File: src/rtl/pb_dipsw_debounce_pkg.sv
// Shared types and defaults for the push-button / DIP-switch input conditioner.
package pb_debounce_pkg;

  // Per-channel filter state: IDLE holds the accepted level, PENDING times a candidate level.
  typedef enum logic {
    DB_IDLE    = 1'b0,
    DB_PENDING = 1'b1
  } db_state_t;

  // Default synchroniser depth (flops between the raw pin and the filter).
  localparam int DB_SYNC_STAGES_DEF = 2;

  // Default hold time in clocks: 10 ms at 100 MHz.
  localparam int DB_CYCLES_DEF = 1000000;

  // Pulse that marks a channel leaving its idle level, given its rise/fall pulses.
  function automatic logic db_leave_idle(input logic rise, input logic fall, input logic idle_lvl);
    return idle_lvl ? fall : rise;
  endfunction

  // Pulse that marks a channel returning to its idle level, given its rise/fall pulses.
  function automatic logic db_return_idle(input logic rise, input logic fall, input logic idle_lvl);
    return idle_lvl ? rise : fall;
  endfunction

endpackage

File: src/rtl/pb_dipsw_debounce_chan.sv
// One debounce channel: N-flop synchroniser, then a 2-state hold-time filter.
// The accepted level and its rise/fall pulses are all flop outputs.
module debounce_chan
  import pb_debounce_pkg::*;
#(
  parameter int   SYNC_STAGES     = DB_SYNC_STAGES_DEF,
  parameter int   DEBOUNCE_CYCLES = DB_CYCLES_DEF,
  parameter logic IDLE_LVL        = 1'b0
) (
  input  logic clk,
  input  logic reset,
  input  logic din,
  output logic dout,
  output logic rise,
  output logic fall
);

  // Counter only ever reaches DEBOUNCE_CYCLES-1, where the accept transition clears it.
  localparam int            CNT_W    = $clog2(DEBOUNCE_CYCLES);
  localparam logic [CNT_W-1:0] CNT_ZERO = {CNT_W{1'b0}};
  localparam logic [CNT_W-1:0] CNT_ONE  = CNT_W'(1);
  localparam logic [CNT_W-1:0] CNT_LAST = CNT_W'(DEBOUNCE_CYCLES - 1);

  logic [SYNC_STAGES-1:0] sync_q;
  logic [SYNC_STAGES-1:0] sync_d;
  logic                   sync_s;

  db_state_t              state_q;
  db_state_t              state_d;
  logic [CNT_W-1:0]       cnt_q;
  logic [CNT_W-1:0]       cnt_d;
  logic                   stable_q;
  logic                   stable_d;
  logic                   rise_q;
  logic                   rise_d;
  logic                   fall_q;
  logic                   fall_d;

  // Shift the raw pin into the synchroniser chain; the last stage is the filter input.
  always_comb begin
    sync_d = {sync_q[SYNC_STAGES-2:0], din};
    sync_s = sync_q[SYNC_STAGES-1];
  end

  // Synchroniser flops; they come out of reset at the idle level so no spurious edge is seen.
  always_ff @(posedge clk or posedge reset) begin
    if (reset) begin
      sync_q <= {SYNC_STAGES{IDLE_LVL}};
    end else begin
      sync_q <= sync_d;
    end
  end

  // Filter next-state: a new level must persist DEBOUNCE_CYCLES clocks, any return restarts it.
  always_comb begin
    state_d  = state_q;
    cnt_d    = cnt_q;
    stable_d = stable_q;
    rise_d   = 1'b0;
    fall_d   = 1'b0;
    case (state_q)
      DB_IDLE: begin
        if (sync_s != stable_q) begin
          state_d = DB_PENDING;
          cnt_d   = CNT_ONE;
        end else begin
          cnt_d   = CNT_ZERO;
        end
      end
      DB_PENDING: begin
        if (sync_s == stable_q) begin
          // Glitch ended before the hold time; drop it without touching the output.
          state_d = DB_IDLE;
          cnt_d   = CNT_ZERO;
        end else if (cnt_q == CNT_LAST) begin
          state_d  = DB_IDLE;
          cnt_d    = CNT_ZERO;
          stable_d = sync_s;
          rise_d   = sync_s;
          fall_d   = ~sync_s;
        end else begin
          cnt_d    = cnt_q + CNT_ONE;
        end
      end
      default: begin
        state_d = DB_IDLE;
        cnt_d   = CNT_ZERO;
      end
    endcase
  end

  // Filter state, hold counter, accepted level and edge pulses.
  always_ff @(posedge clk or posedge reset) begin
    if (reset) begin
      state_q  <= DB_IDLE;
      cnt_q    <= CNT_ZERO;
      stable_q <= IDLE_LVL;
      rise_q   <= 1'b0;
      fall_q   <= 1'b0;
    end else begin
      state_q  <= state_d;
      cnt_q    <= cnt_d;
      stable_q <= stable_d;
      rise_q   <= rise_d;
      fall_q   <= fall_d;
    end
  end

  assign dout = stable_q;
  assign rise = rise_q;
  assign fall = fall_q;

endmodule

File: src/rtl/pb_dipsw_debounce.sv
// Input conditioner for board push-buttons and DIP switches: one independent
// debounce channel per pin, plus press/release/change pulses for fabric logic.
module pb_dipsw_debounce
  import pb_debounce_pkg::*;
#(
  parameter int   N_PB            = 2,
  parameter int   N_SW            = 2,
  parameter int   SYNC_STAGES     = DB_SYNC_STAGES_DEF,
  parameter int   DEBOUNCE_CYCLES = DB_CYCLES_DEF,
  parameter logic PB_IDLE         = 1'b1
) (
  input  logic            clk,
  input  logic            reset,
  input  logic [N_PB-1:0] pb_in,
  input  logic [N_SW-1:0] dipsw_in,
  output logic [N_PB-1:0] pb_out,
  output logic [N_PB-1:0] pb_press,
  output logic [N_PB-1:0] pb_release,
  output logic [N_SW-1:0] dipsw_out,
  output logic [N_SW-1:0] dipsw_change
);

  logic [N_PB-1:0] pb_rise_s;
  logic [N_PB-1:0] pb_fall_s;
  logic [N_SW-1:0] sw_rise_s;
  logic [N_SW-1:0] sw_fall_s;

  // Push-button channels idle at PB_IDLE; press/release follow the idle polarity.
  for (genvar i = 0; i < N_PB; i++) begin : g_pb
    debounce_chan #(
      .SYNC_STAGES     (SYNC_STAGES),
      .DEBOUNCE_CYCLES (DEBOUNCE_CYCLES),
      .IDLE_LVL        (PB_IDLE)
    ) u_chan (
      .clk   (clk),
      .reset (reset),
      .din   (pb_in[i]),
      .dout  (pb_out[i]),
      .rise  (pb_rise_s[i]),
      .fall  (pb_fall_s[i])
    );

    assign pb_press[i]   = db_leave_idle(pb_rise_s[i], pb_fall_s[i], PB_IDLE);
    assign pb_release[i] = db_return_idle(pb_rise_s[i], pb_fall_s[i], PB_IDLE);
  end

  // DIP-switch channels idle low; any accepted transition is reported as a change.
  for (genvar j = 0; j < N_SW; j++) begin : g_sw
    debounce_chan #(
      .SYNC_STAGES     (SYNC_STAGES),
      .DEBOUNCE_CYCLES (DEBOUNCE_CYCLES),
      .IDLE_LVL        (1'b0)
    ) u_chan (
      .clk   (clk),
      .reset (reset),
      .din   (dipsw_in[j]),
      .dout  (dipsw_out[j]),
      .rise  (sw_rise_s[j]),
      .fall  (sw_fall_s[j])
    );

    assign dipsw_change[j] = sw_rise_s[j] | sw_fall_s[j];
  end

endmodule

File: config.mk
export PLATFORM = sky130hd
export DESIGN_NAME = pb_dipsw_debounce
export DESIGN_NICKNAME = d
export VERILOG_FILES = /design/src/rtl/pb_dipsw_debounce_pkg.sv /design/src/rtl/pb_dipsw_debounce_chan.sv /design/src/rtl/pb_dipsw_debounce.sv
export SDC_FILE = /design/constraint.sdc
export NUM_CORES = 1
export LEC_CHECK = 0
export BUFFER_PORTS_ARGS = -buffer_cell sky130_fd_sc_hd__buf_2
export CORE_ASPECT_RATIO = 1.5
export CORE_MARGIN = 2
export CORE_UTILIZATION = 35
export DETAILED_ROUTE_END_ITERATION = 10
export HOLD_SLACK_MARGIN = 0.12
export SLEW_MARGIN = 20
export SYNTH_ARGS = -nofsm -noshare
export SYNTH_HDL_FRONTEND = slang
export SYNTH_SLANG_ARGS = --single-unit
File: constraint.sdc
create_clock -name clk -period 4.1 [get_ports clk]
set_input_delay 0.41 -clock clk [delete_from_list [all_inputs] [get_ports clk]]
set_output_delay 0.41 -clock clk [all_outputs]
set_load 0.1 [all_outputs]
==> summary.md <==
| Metric | Value |
|---|---|
| Skew final | 6.40 ps |
| Setup_tns | 0 ps |
| Via density | 5.35 |
| Pin count of the biggest net entering global routing | 82 |
| Main synth FF type | dfrtp_1 |
| Endpoints failing setup | 0 |
| WHS Endpoint | g_pb[0].u_chan.sync_q[0] |
| CTS tree | yes |
| Total number of vias | between 3000 and 4000 |
| Slew Viols, Final | 0 |
| Tcrit/Tclk final | 0.646 |
| Sw frac | 0.220 |
| Top cells by area, synth | dfrtp_1 50%, xnor2_1 5.9%, nor2_1 4.7% |
| Status | completed |
| CTS resizes | 0 |
| DRC Markers | 0 |
| Cell taking the most area after synthesis | dfrtp_1 |
| P_sw | 464 µW |
| Worst R2R Start | g_pb[1].u_chan.cnt_q[12] |
| DRT antenna net count | 0 |
| Unique masters post-synth | 44 |
| Slew headroom | 0.432 |
| R2r endpoint | g_pb[1].u_chan.cnt_q[0] |
| GPL Wtd Cong | around 0.8 |
| Post-CTS setup buffer count | 0 |
| Port bufs | 15 |
| Cell count of the worst hold path | 1 |
| Sequential-to-total area share from yosys stat | 0.531 |
| Initial Util | 0.355 |
| Logic pwr share | 0.040 |
| Seq. cell area | 0.00261 mm² |
| Post-synth EDFFs | 0 |
| Num CTS Buffers | 9 |
| First-pass GRT wire length | 16.3 mm |
| Arrival @ worst endpoint | 2830 ps |
| Die width | 101 µm |
| Setup crit end kind | register |
| Hold_sp | pb_in[0] |
| Share of layout cells above drive strength 1 | 0.117 |
| Share of synthesized flip-flops with an asynchronous set or reset | 1.00 |
| Worst Max-Slew Pin Slew | about 850 ps |
| Die area | between 0.015 and 0.02 mm² |
| PD cells | 387 mW/mm² |
| Req. time, crit path | 4290 ps |
| Most frequent cell after synthesis | dfrtp_1 |
| Wirelength per Cell | 14.0 µm |
| Syn_area_per_cell | 10.2 µm² |
| RSZ-0062 raised after global routing | false |
| R2R Setup Slk | 1450 ps |
| Area grow syn2layout | 10.6% |
| VDD IR max | 0.000186 V |
| GR Overflow Total | 0 |
| Std-Cell Rows | 53 |
| Number of global-route vias before repair | 3582 |
| Yosys Warn Count | 0 |
| Cts hold-fix bufs | 0 |
| Setup Crit Path Kind | register to register |
| First-pass detailed-route iteration total | 4 |
| Pwr Total | around 2.1 mW |
| Post-synth top area share | 0.499 |
| Sequential share of power | 0.507 |
| R2R depth | 4 |
| Netlist Area Pre-Place | 0.00492 mm² |
| Leak | 2.11 nW |
| Placed wire-length estimate | between 6 and 7 mm |
| GRT Overall Usage | 0.135 |
| CP Launch Type | register |
| Internal Power | around 1.6 mW |
| Drt total wl | 9.21 mm |
| Fin crit period | between 2000 and 3000 ps |
| Core area | between 0.01 and 0.015 mm² |
| Multi-input gate area | 0.00214 mm² |
| Final hold vios | 0 |
| CTS root buf | clkbuf_16 |
| # diodes | 0 |
| Layout fillers | around 1300 |
| CP max FO | 21 |
| Initial antenna violation count | 0 |
| H-tree levels | 3 |
| Worst-path clk slew | 70 ps |
| Net count reported at finish | 499 |
| List of most frequent post-synthesis cells | 98 x dfrtp_1, 62 x nor2_1, 33 x xnor2_1, 28 x nand2_1, 24 x nand3_1 |
| Power share of the clock group | 0.453 |
| Clock latency on the worst-skew pair | 350 ps |
| Die Height | about 150 µm |
| CTS sink cnt | approximately 100 |
| Num ports | 16 |
| DRT iter0 DRCs | 115 |
| Cells after synthesis | 480 |
| Register bit count reported by yosys | 104 |
| Clock tree buffer depth | 2 |
| Syn Nets | slightly below 500 |
| Max-cap viol count | 0 |
| Max Clock Freq | 378 MHz |
| Worst Hold Class | input pin to register |
## power by group through the flow
stage	clock network, mW	registers (mW)	logic, mW
6_report	0.955	1.07	0.0849
4_1_cts	0.985	1.07	0.0878
2_1_floorplan	0	1.08	0.0691
3_5_place_dp	0	1.09	0.0877
3_3_place_gp	0	1.09	0.0845
5_1_grt	1.03	1.07	0.100
## logic make-up after synthesis
| family | after synthesis | synth area share |
|---|---|---|
| AOI/OAI and AO/OA | 54 | 0.0687 |
| xor gates and xnor gates | 55 | 0.0979 |
| adders and majority gates | 4 | 0.0102 |
| buffers and inverters | 33 | 0.0351 |
| DFF | 104 | 0.531 |
| muxes | 4 | 0.00916 |
| and+or+nand+nor | 226 | 0.248 |
## worst max-delay path, cell delays in order, from the launching register on
cell     delay [ps]
dfrtp_1         430
or4b_1          540
or4_4           560
o31ai_4         770
o22ai_1         190
## worst max path at each step
| stage | slack [ps] | end | from |
|---|---|---|---|
| after detailed placement | 1440 | g_pb[1].u_chan.cnt_q[0] | g_pb[1].u_chan.cnt_q[12] |
| after global routing | 1340 | g_pb[1].u_chan.cnt_q[0] | g_pb[1].u_chan.cnt_q[12] |
| after floorplan | 970 | g_pb[0].u_chan.cnt_q[0] | reset |
| final | 1450 | g_pb[1].u_chan.cnt_q[0] | g_pb[1].u_chan.cnt_q[12] |
| after CTS | 1410 | g_pb[1].u_chan.cnt_q[0] | g_pb[1].u_chan.cnt_q[12] |
| after global placement | 1520 | g_pb[1].u_chan.cnt_q[0] | g_pb[1].u_chan.cnt_q[12] |
## final cells by class
type / instances / area share
Sequential cell: 104 / 0.480
Multi-Input combinational cell: 343 / 0.393
Clock buffer: 11 / 0.0464
Inverter: 13 / 0.00989
Timing Repair Buffer: 18 / 0.0179
Clock inverter: 5 / 0.0156
Tap cell: 165 / 0.0379
## flip-flops by register name (all words and copies together), names as in the netlist
signal and cells:
g_pb.u_chan.dout 2, g_pb.u_chan.rise 2, g_sw.u_chan.dout 2, g_pb.u_chan.state_q 2, g_sw.u_chan.fall 2, g_sw.u_chan.cnt_q 40
g_pb.u_chan.fall 2, g_sw.u_chan.state_q 2, g_pb.u_chan.cnt_q 40, g_sw.u_chan.rise 2, g_sw.u_chan.sync_q 4, g_pb.u_chan.sync_q 4
## layout by cell type, fill, tap and decap left out, drive strengths merged, types with 12 or more instances in the layout
cell | Yosys | routed
nand2 | 28 | 28
xnor2 | 33 | 33
nand4 | 20 | 20
or4 | 15 | 15
nor3 | 13 | 13
o31ai | 12 | 12
nand3 | 25 | 25
xor2 | 22 | 22
nor4 | 13 | 13
a21oi | 21 | 21
buf | 13 | 18
dfrtp | 98 | 98
o21ai | 13 | 13
nor2 | 62 | 62
inv | 13 | 15
## stage by stage
| stage | instance area [µm²] | std cells | hold slack [ps] | setup WS (ps) | util |
|---|---|---|---|---|---|
| 3_5_place_dp | 5100 | 643 | 337 | 1440 | 0.368 |
| 3_3_place_gp | 5100 | 643 | 334 | 1520 | 0.368 |
| 5_1_grt | 5440 | 659 | 137 | 1340 | 0.393 |
| 2_1_floorplan | 4920 | 480 | 331 | 968 | - |
| 6_report | 5440 | 659 | 156 | 1450 | 0.393 |
| 4_1_cts | 5440 | 659 | 146 | 1410 | 0.392 |
## routing by layer
layer	up-vias	global-route usage	part of all wire
met5	-	0	0
met4	0	0.0575	0.018
met3	13	0.0286	0.025
met2	45	0.236	0.51
met1	1745	0.157	0.44
li1	1720	-	-
No activity file was read; power rests on OpenSTA's default activity.
